===== src/rtl/logistic_scheduler_if.sv =====
`default_nettype none
`timescale 1ns/1ps
// ============================================================================
//  Module   : logistic_scheduler_if
//  Purpose  : Control/result bundle between a logistic-map iteration client
//             and the shared-datapath scheduler.
//  Signals  : start       - one-cycle job request (client -> scheduler)
//             times       - iterations per lane, CW bits
//             mu          - map parameter, unsigned Q2.16
//             dzero       - base seed, unsigned Q1.16
//             busy        - job in progress (scheduler -> client)
//             done        - one-cycle snapshot-updated pulse
//             result_flat - LANES x 17-bit snapshot, lane i at [17*i +: 17]
//  Revision : 1.0 - initial release
// ============================================================================
interface logistic_scheduler_if #(
  parameter int LANES = 4,
  parameter int CW    = 16
);
  logic                 start;
  logic [CW-1:0]        times;
  logic [17:0]          mu;
  logic [16:0]          dzero;
  logic                 busy;
  logic                 done;
  logic [LANES*17-1:0]  result_flat;

  modport master (
    output start, times, mu, dzero,
    input  busy, done, result_flat
  );

  modport slave (
    input  start, times, mu, dzero,
    output busy, done, result_flat
  );
endinterface
`default_nettype wire


===== src/rtl/logistic_scheduler.sv =====
`default_nettype none
`timescale 1ns/1ps
// ============================================================================
//  Module   : logistic_scheduler
//  Purpose  : Time-multiplexes one two-stage logistic-map datapath
//             x' = mu * x * (1 - x) across LANES trajectories. Lanes are
//             seeded with dzero + lane index, iterated 'times' times each in
//             strict round-robin order, then published as one snapshot.
//  Ports    : CLK        - clock
//             RST        - synchronous reset, active-high
//             bus.start  - job request, sampled only in IDLE
//             bus.times  - iterations per lane (latched at start)
//             bus.mu     - Q2.16 map parameter (latched at start)
//             bus.dzero  - Q1.16 base seed (used only at start)
//             bus.busy   - high from start acceptance until done
//             bus.done   - one-cycle pulse when result_flat is updated
//             bus.result_flat - snapshot, lane i at [17*i +: 17]
//  Notes    : LANES must be 2..16; with a single lane the writeback of an
//             issue would land after that lane's next issue.
//  Revision : 1.0 - initial release
// ============================================================================
module logistic_scheduler #(
  parameter int LANES = 4,
  parameter int CW    = 16
) (
  input  wire logic           CLK,
  input  wire logic           RST,
  logistic_scheduler_if.slave bus
);

  localparam int LW = $clog2(LANES);

  localparam logic [1:0] c_IDLE    = 2'd0;
  localparam logic [1:0] c_RUN     = 2'd1;
  localparam logic [1:0] c_DRAIN   = 2'd2;
  localparam logic [1:0] c_PUBLISH = 2'd3;

  localparam logic [LW-1:0] c_LAST_LANE = LW'(LANES - 1);
  localparam logic [16:0]   c_ONE       = 17'h10000;

  // --------------------------------------------------------------------------
  // State
  // --------------------------------------------------------------------------
  logic [1:0]          r_state;
  logic [17:0]         r_mu;
  logic [CW-1:0]       r_times;
  logic [CW-1:0]       r_round;     // completed round-robin passes
  logic [LW-1:0]       r_ptr;       // lane issued at the next RUN edge
  logic [16:0]         r_lane [LANES];

  // Stage-1 register between issue and writeback
  logic                r_s1_valid;
  logic [LW-1:0]       r_s1_id;
  logic [16:0]         r_s1_t;

  logic                r_busy;
  logic                r_done;
  logic [LANES*17-1:0] r_result;

  // --------------------------------------------------------------------------
  // Issue stage: t = x*(1-x) in Q1.16. Values above 1.0 would make (1-x)
  // negative, so they are clamped to a zero term instead.
  // --------------------------------------------------------------------------
  logic [16:0] w_x;
  logic [16:0] w_omx;
  logic [33:0] w_t_prod;
  logic [16:0] w_t;

  assign w_x      = r_lane[r_ptr];
  assign w_omx    = c_ONE - w_x;
  assign w_t_prod = {17'd0, w_x} * {17'd0, w_omx};
  assign w_t      = (w_x > c_ONE) ? 17'd0 : 17'(w_t_prod >> 16);

  // --------------------------------------------------------------------------
  // Writeback stage: x' = mu * t, kept modulo 2^17 like the lane registers.
  // --------------------------------------------------------------------------
  logic [34:0] w_wb_prod;
  logic [16:0] w_wb;

  assign w_wb_prod = {17'd0, r_mu} * {18'd0, r_s1_t};
  assign w_wb      = 17'(w_wb_prod >> 16);

  // --------------------------------------------------------------------------
  // Control decodes
  // --------------------------------------------------------------------------
  logic w_last_issue;
  logic w_accept;

  assign w_last_issue = (r_ptr == c_LAST_LANE) && (r_round == r_times - CW'(1));
  // The cycle in which done is high is the tail of PUBLISH: a start landing
  // there is refused so the client cannot chain a job off the done pulse.
  assign w_accept     = (r_state == c_IDLE) && bus.start && !r_done;

  // --------------------------------------------------------------------------
  // Sequencer and datapath registers
  // --------------------------------------------------------------------------
  always_ff @(posedge CLK) begin
    if (RST) begin
      r_state    <= c_IDLE;
      r_mu       <= '0;
      r_times    <= '0;
      r_round    <= '0;
      r_ptr      <= '0;
      r_s1_valid <= 1'b0;
      r_s1_id    <= '0;
      r_s1_t     <= '0;
      r_busy     <= 1'b0;
      r_done     <= 1'b0;
      r_result   <= '0;
      for (int i = 0; i < LANES; i++) begin
        r_lane[i] <= '0;
      end
    end else begin
      r_done     <= 1'b0;
      r_s1_valid <= 1'b0;

      // A lane's writeback always lands before its next issue because at
      // least one other lane is issued in between.
      if (r_s1_valid) begin
        r_lane[r_s1_id] <= w_wb;
      end

      case (r_state)
        c_IDLE: begin
          if (w_accept) begin
            r_mu    <= bus.mu;
            r_times <= bus.times;
            r_ptr   <= '0;
            r_round <= '0;
            r_busy  <= 1'b1;
            for (int i = 0; i < LANES; i++) begin
              r_lane[i] <= bus.dzero + 17'(i);
            end
            r_state <= (bus.times == '0) ? c_PUBLISH : c_RUN;
          end
        end

        c_RUN: begin
          r_s1_valid <= 1'b1;
          r_s1_id    <= r_ptr;
          r_s1_t     <= w_t;
          if (r_ptr == c_LAST_LANE) begin
            r_ptr   <= '0;
            r_round <= r_round + CW'(1);
          end else begin
            r_ptr   <= r_ptr + LW'(1);
          end
          if (w_last_issue) begin
            r_state <= c_DRAIN;
          end
        end

        c_DRAIN: begin
          r_state <= c_PUBLISH;
        end

        c_PUBLISH: begin
          for (int i = 0; i < LANES; i++) begin
            r_result[17*i +: 17] <= r_lane[i];
          end
          r_done  <= 1'b1;
          r_busy  <= 1'b0;
          r_state <= c_IDLE;
        end

        default: begin
          r_state <= c_IDLE;
        end
      endcase
    end
  end

  assign bus.busy        = r_busy;
  assign bus.done        = r_done;
  assign bus.result_flat = r_result;

endmodule
`default_nettype wire


===== src/flat_wrapper.sv =====
// flat-port wrapper written by rule: the top's interface ports become plain ports
module logistic_scheduler_flat 
#(
  parameter int LANES = 4,
  parameter int CW    = 16
)
  (CLK, RST, bus_start, bus_times, bus_mu, bus_dzero, bus_busy, bus_done, bus_result_flat);
  logistic_scheduler_if #(.LANES(LANES), .CW(CW)) bus_i ();
  input  wire logic CLK;
  input  wire logic RST;
  input wire logic [$bits(bus_i.start)-1:0] bus_start;
  input wire logic [$bits(bus_i.times)-1:0] bus_times;
  input wire logic [$bits(bus_i.mu)-1:0] bus_mu;
  input wire logic [$bits(bus_i.dzero)-1:0] bus_dzero;
  output wire logic [$bits(bus_i.busy)-1:0] bus_busy;
  output wire logic [$bits(bus_i.done)-1:0] bus_done;
  output wire logic [$bits(bus_i.result_flat)-1:0] bus_result_flat;
  assign bus_i.start = bus_start;
  assign bus_i.times = bus_times;
  assign bus_i.mu = bus_mu;
  assign bus_i.dzero = bus_dzero;
  assign bus_busy = bus_i.busy;
  assign bus_done = bus_i.done;
  assign bus_result_flat = bus_i.result_flat;
  logistic_scheduler #(.LANES(LANES), .CW(CW)) u_core (.CLK(CLK), .RST(RST), .bus(bus_i));
endmodule

===== config.mk =====
export PLATFORM = sky130hd
export DESIGN_NAME = logistic_scheduler_flat
export DESIGN_NICKNAME = d
export VERILOG_FILES = /design/src/rtl/logistic_scheduler_if.sv /design/src/rtl/logistic_scheduler.sv /design/src/flat_wrapper.sv
export SDC_FILE = /design/constraint.sdc
export NUM_CORES = 2
export LEC_CHECK = 0
export CAP_MARGIN = 40
export CORE_MARGIN = 2
export CORE_UTILIZATION = 45
export CTS_BUF_LIST = sky130_fd_sc_hd__clkbuf_8
export DETAILED_ROUTE_END_ITERATION = 10
export SYNTH_ARGS = -nofsm -noshare
export SYNTH_HDL_FRONTEND = slang
export SYNTH_SLANG_ARGS = --single-unit
export TNS_END_PERCENT = 30

===== constraint.sdc =====
create_clock -name CLK -period 7.7 [get_ports CLK]
set_input_delay 1.155 -clock CLK [delete_from_list [all_inputs] [get_ports CLK]]
set_output_delay 1.155 -clock CLK [all_outputs]
set_load 0.01 [all_outputs]

==> impl_metrics.yaml <==
status:
  run_status: "finished, final reports clean"
clocking:
  clock_path_buffers: 3
  clkSlewWorstSetupHoldPaths_ns: 0.07
  cts_tree: "yes"
  clock-sinks: 214
  numCtsBuffers: 38
  clkLatencyLatePin_ns: 0.61
  htreeDepth: 2
  root_buffer: "clkbuf_8"
layout:
  area_growth_syn_to_layout_pct: 15.50
  diodes: 0
  final_util: 0.5263
  layout-drive-gt1-share: 0.1065
  nNetsFinal: 4044
logic_synthesis:
  syn-instance-count: 3138
  yosysTopAreaCell: "fa_1"
  synth-seq-area-share: 0.1724
  yosysUniqueCellTypes: 76
  synth_area_um2: 28790
  avgSynthCellArea_um2: 9.176
  synth_nets: 3876
  async_reset_ff_frac: 0
  synth_edf_count: 68
  ys_top_cells_by_count: "inv_1 (575), fa_1 (457), nand2_1 (328), ha_1 (227), nor2_1 (184)"
  synth-seq-cells: 214
  synth_ff_type: "dfxtp_1"
  yosysWarningCount: 0
  synth.most_common_cell: "inv_1"
  synth_top_area_frac: 0.3177
  synth.area.top_cells: "fa_1 (32%), dfxtp_1 (10%), ha_1 (9.9%)"
timing:
  min_period_ns: 7.556
  skew_ns: 0.03238
  finalCritPeriodShare: 0.9813
  setup_tns_ns: 0
  tightest_slew_ns: 0.8701
  slew_viol_final: 0
  setup_viol: 0
  relSlewSlack: 0.4191
  timing.final.hold_violations: 0
  max_freq_mhz: 132.3
  rsz0062_at_grt: "yes"
floorplanning:
  die_w_um: 257.0
  core_area_um2: 63200
  initial_core_util: 0.4556
  dieArea_um2: 66030
  io_pins: 124
  rows: 92
  die_height_um: 257.0
grt:
  grt_pass1_vias: 24000
  grt_pass1_wl_um: 134400
  grt_max_degree: 77
  grt_antenna_before_repair: 0
  grt_usage: 0.2607
  grt_overflow: 0
routing:
  wirelength_um: 84360
  drt_iter0_drc: 1415
  routed_via_density: 5.341
  drc: 0
  num_vias: 22330
  wl_per_cell_um: 20.18
  ant_nets: 0
  dr.pass1.iters: 5
worst_hold_path:
  hold_path.class: "register to register"
setup_path:
  worst_setup_path_start_kind: "register"
  crit_required_ns: 8.18
  cp-end-kind: "register"
  crit_arrival_ns: 8.04
  critical_path_class: "register to register"
  cp_max_fo: 8
place:
  port-buffer-count: 123
  gp_congestion: 0.8997
  dp_hpwl_um: 67930
job:
  max-cap-violations: 0
final cells by class:
cell class / instances / area [µm²]
tap: 846 / 1059
inverter: 578 / 2170
clock inverter: 21 / 158.9
timing repair buffer: 311 / 2826
multi-input combinational: 2163 / 21430
clock buffer: 47 / 646.9
sequential: 214 / 4970
fill: 5811 / 29940
cells in the final DEF (no fill, tap or decap), types with 7 or more instances in the layout:
cell type / netlist / routed
nor2b_1: 55 / 49
nand4_1: 21 / 21
nor3_1: 22 / 18
and3_1: 14 / 14
clkbuf_8: 0 / 47
buf_4: 2 / 166
a22o_1: 47 / 47
nand2_1: 328 / 326
xor2_1: 52 / 52
clkdlybuf4s50_1: 0 / 122
nor4_1: 14 / 11
ha_2: 0 / 8
and2_1: 95 / 94
ha_4: 0 / 13
o22ai_1: 46 / 46
a21oi_1: 54 / 47
inv_1: 575 / 582
xnor2_1: 59 / 59
ha_1: 227 / 206
a31oi_1: 7 / 7
a211oi_1: 9 / 7
o21ai_0: 63 / 55
a21o_1: 21 / 21
mux2i_1: 80 / 80
mux4_2: 12 / 12
nand3_1: 27 / 25
a21oi_2: 1 / 8
or3_1: 7 / 7
nor2_1: 184 / 177
inv_2: 3 / 7
edfxtp_1: 68 / 68
o21ai_1: 2 / 9
fa_1: 457 / 454
nand2b_1: 166 / 163
dfxtp_1: 146 / 144
logic make-up after synthesis:
family                   share of synthesized area
AND/OR/NAND/NOR                             0.1632
buffers and inverters                       0.1003
adder cells (fa/ha/maj)                     0.4164
multiplexers                               0.03980
AO/OA/AOI/OAI                              0.07413
flip-flops                                  0.1724
XOR/XNOR                                   0.03376
metal layers:
layer  part of all wire  global-route usage
met5                  0                   0
met4              0.037             0.08672
met3              0.059             0.03497
met2               0.49              0.4527
met1               0.41              0.3354
worst paths after layout:
check	startpoint	cells after the start	slack, ns	endpoint
worst max-delay path	register	27	0.14	u_core.r_s1_t[11]
worst min-delay path	u_core.r_round[13]	2	0.49	u_core.r_round[13]
worst max register to register	register	27	0.14	u_core.r_s1_t[11]
worst min register to register	u_core.r_round[13]	2	0.49	u_core.r_round[13]
worst max-delay path: stages (launching register included):
cell      delay (ns)
dfxtp_4         0.40
buf_4           0.13
mux4_2          0.54
nor4_4          0.22
buf_4           0.16
and2_4          0.14
nand2_2         0.10
nor3_4          0.17
nor3b_4         0.25
ha_4            0.25
nand2b_1        0.17
fa_1            0.54
fa_1            0.53
inv_2           0.04
fa_1            0.49
fa_1            0.42
fa_1            0.50
inv_1           0.05
fa_1            0.49
inv_2           0.05
ha_4            0.22
a21o_1          0.18
a21o_1          0.18
a211o_1         0.29
o211ai_1        0.23
a21oi_1         0.11
or3_1           0.32
a32o_1          0.24
per-stage QoR:
step	worst slack [ns]	instance area [µm²]	cells	hold slack (ns)
after floorplan	0.008712	28810	3138	0.4581
after global placement	-0.05856	31640	4087	0.4726
after detailed placement	-0.1853	31830	4097	0.4845
after CTS	0.003495	32730	4168	0.4955
after global routing	-0.1202	33260	4180	0.5135
final	0.1437	33260	4180	0.4871
what timing repair did:
action / CTS / global route
hold buffers: 0 / 0
setup endpoints to repair: 9 / 14
gates resized for setup: 15 / 93
pin swaps: 1 / 30
cloned: 0 / 1
setup buffers: 3 / 10
registers in the layout, summed over array words and instances (netlist names), named ones only:
signal             cells
u_core.bus.done        1
bus_result_flat       68
u_core.r_lane         68
u_core.r_s1_id         2
u_core.bus.busy        1
u_core.r_s1_valid      1
u_core.r_state         2
u_core.r_ptr           2
u_core.r_mu           18
u_core.r_round        16
u_core.r_times        16
u_core.r_s1_t         17
Power is not shown: default switching activity piles up to over one toggle a cycle in this logic, so the estimate is an artifact.
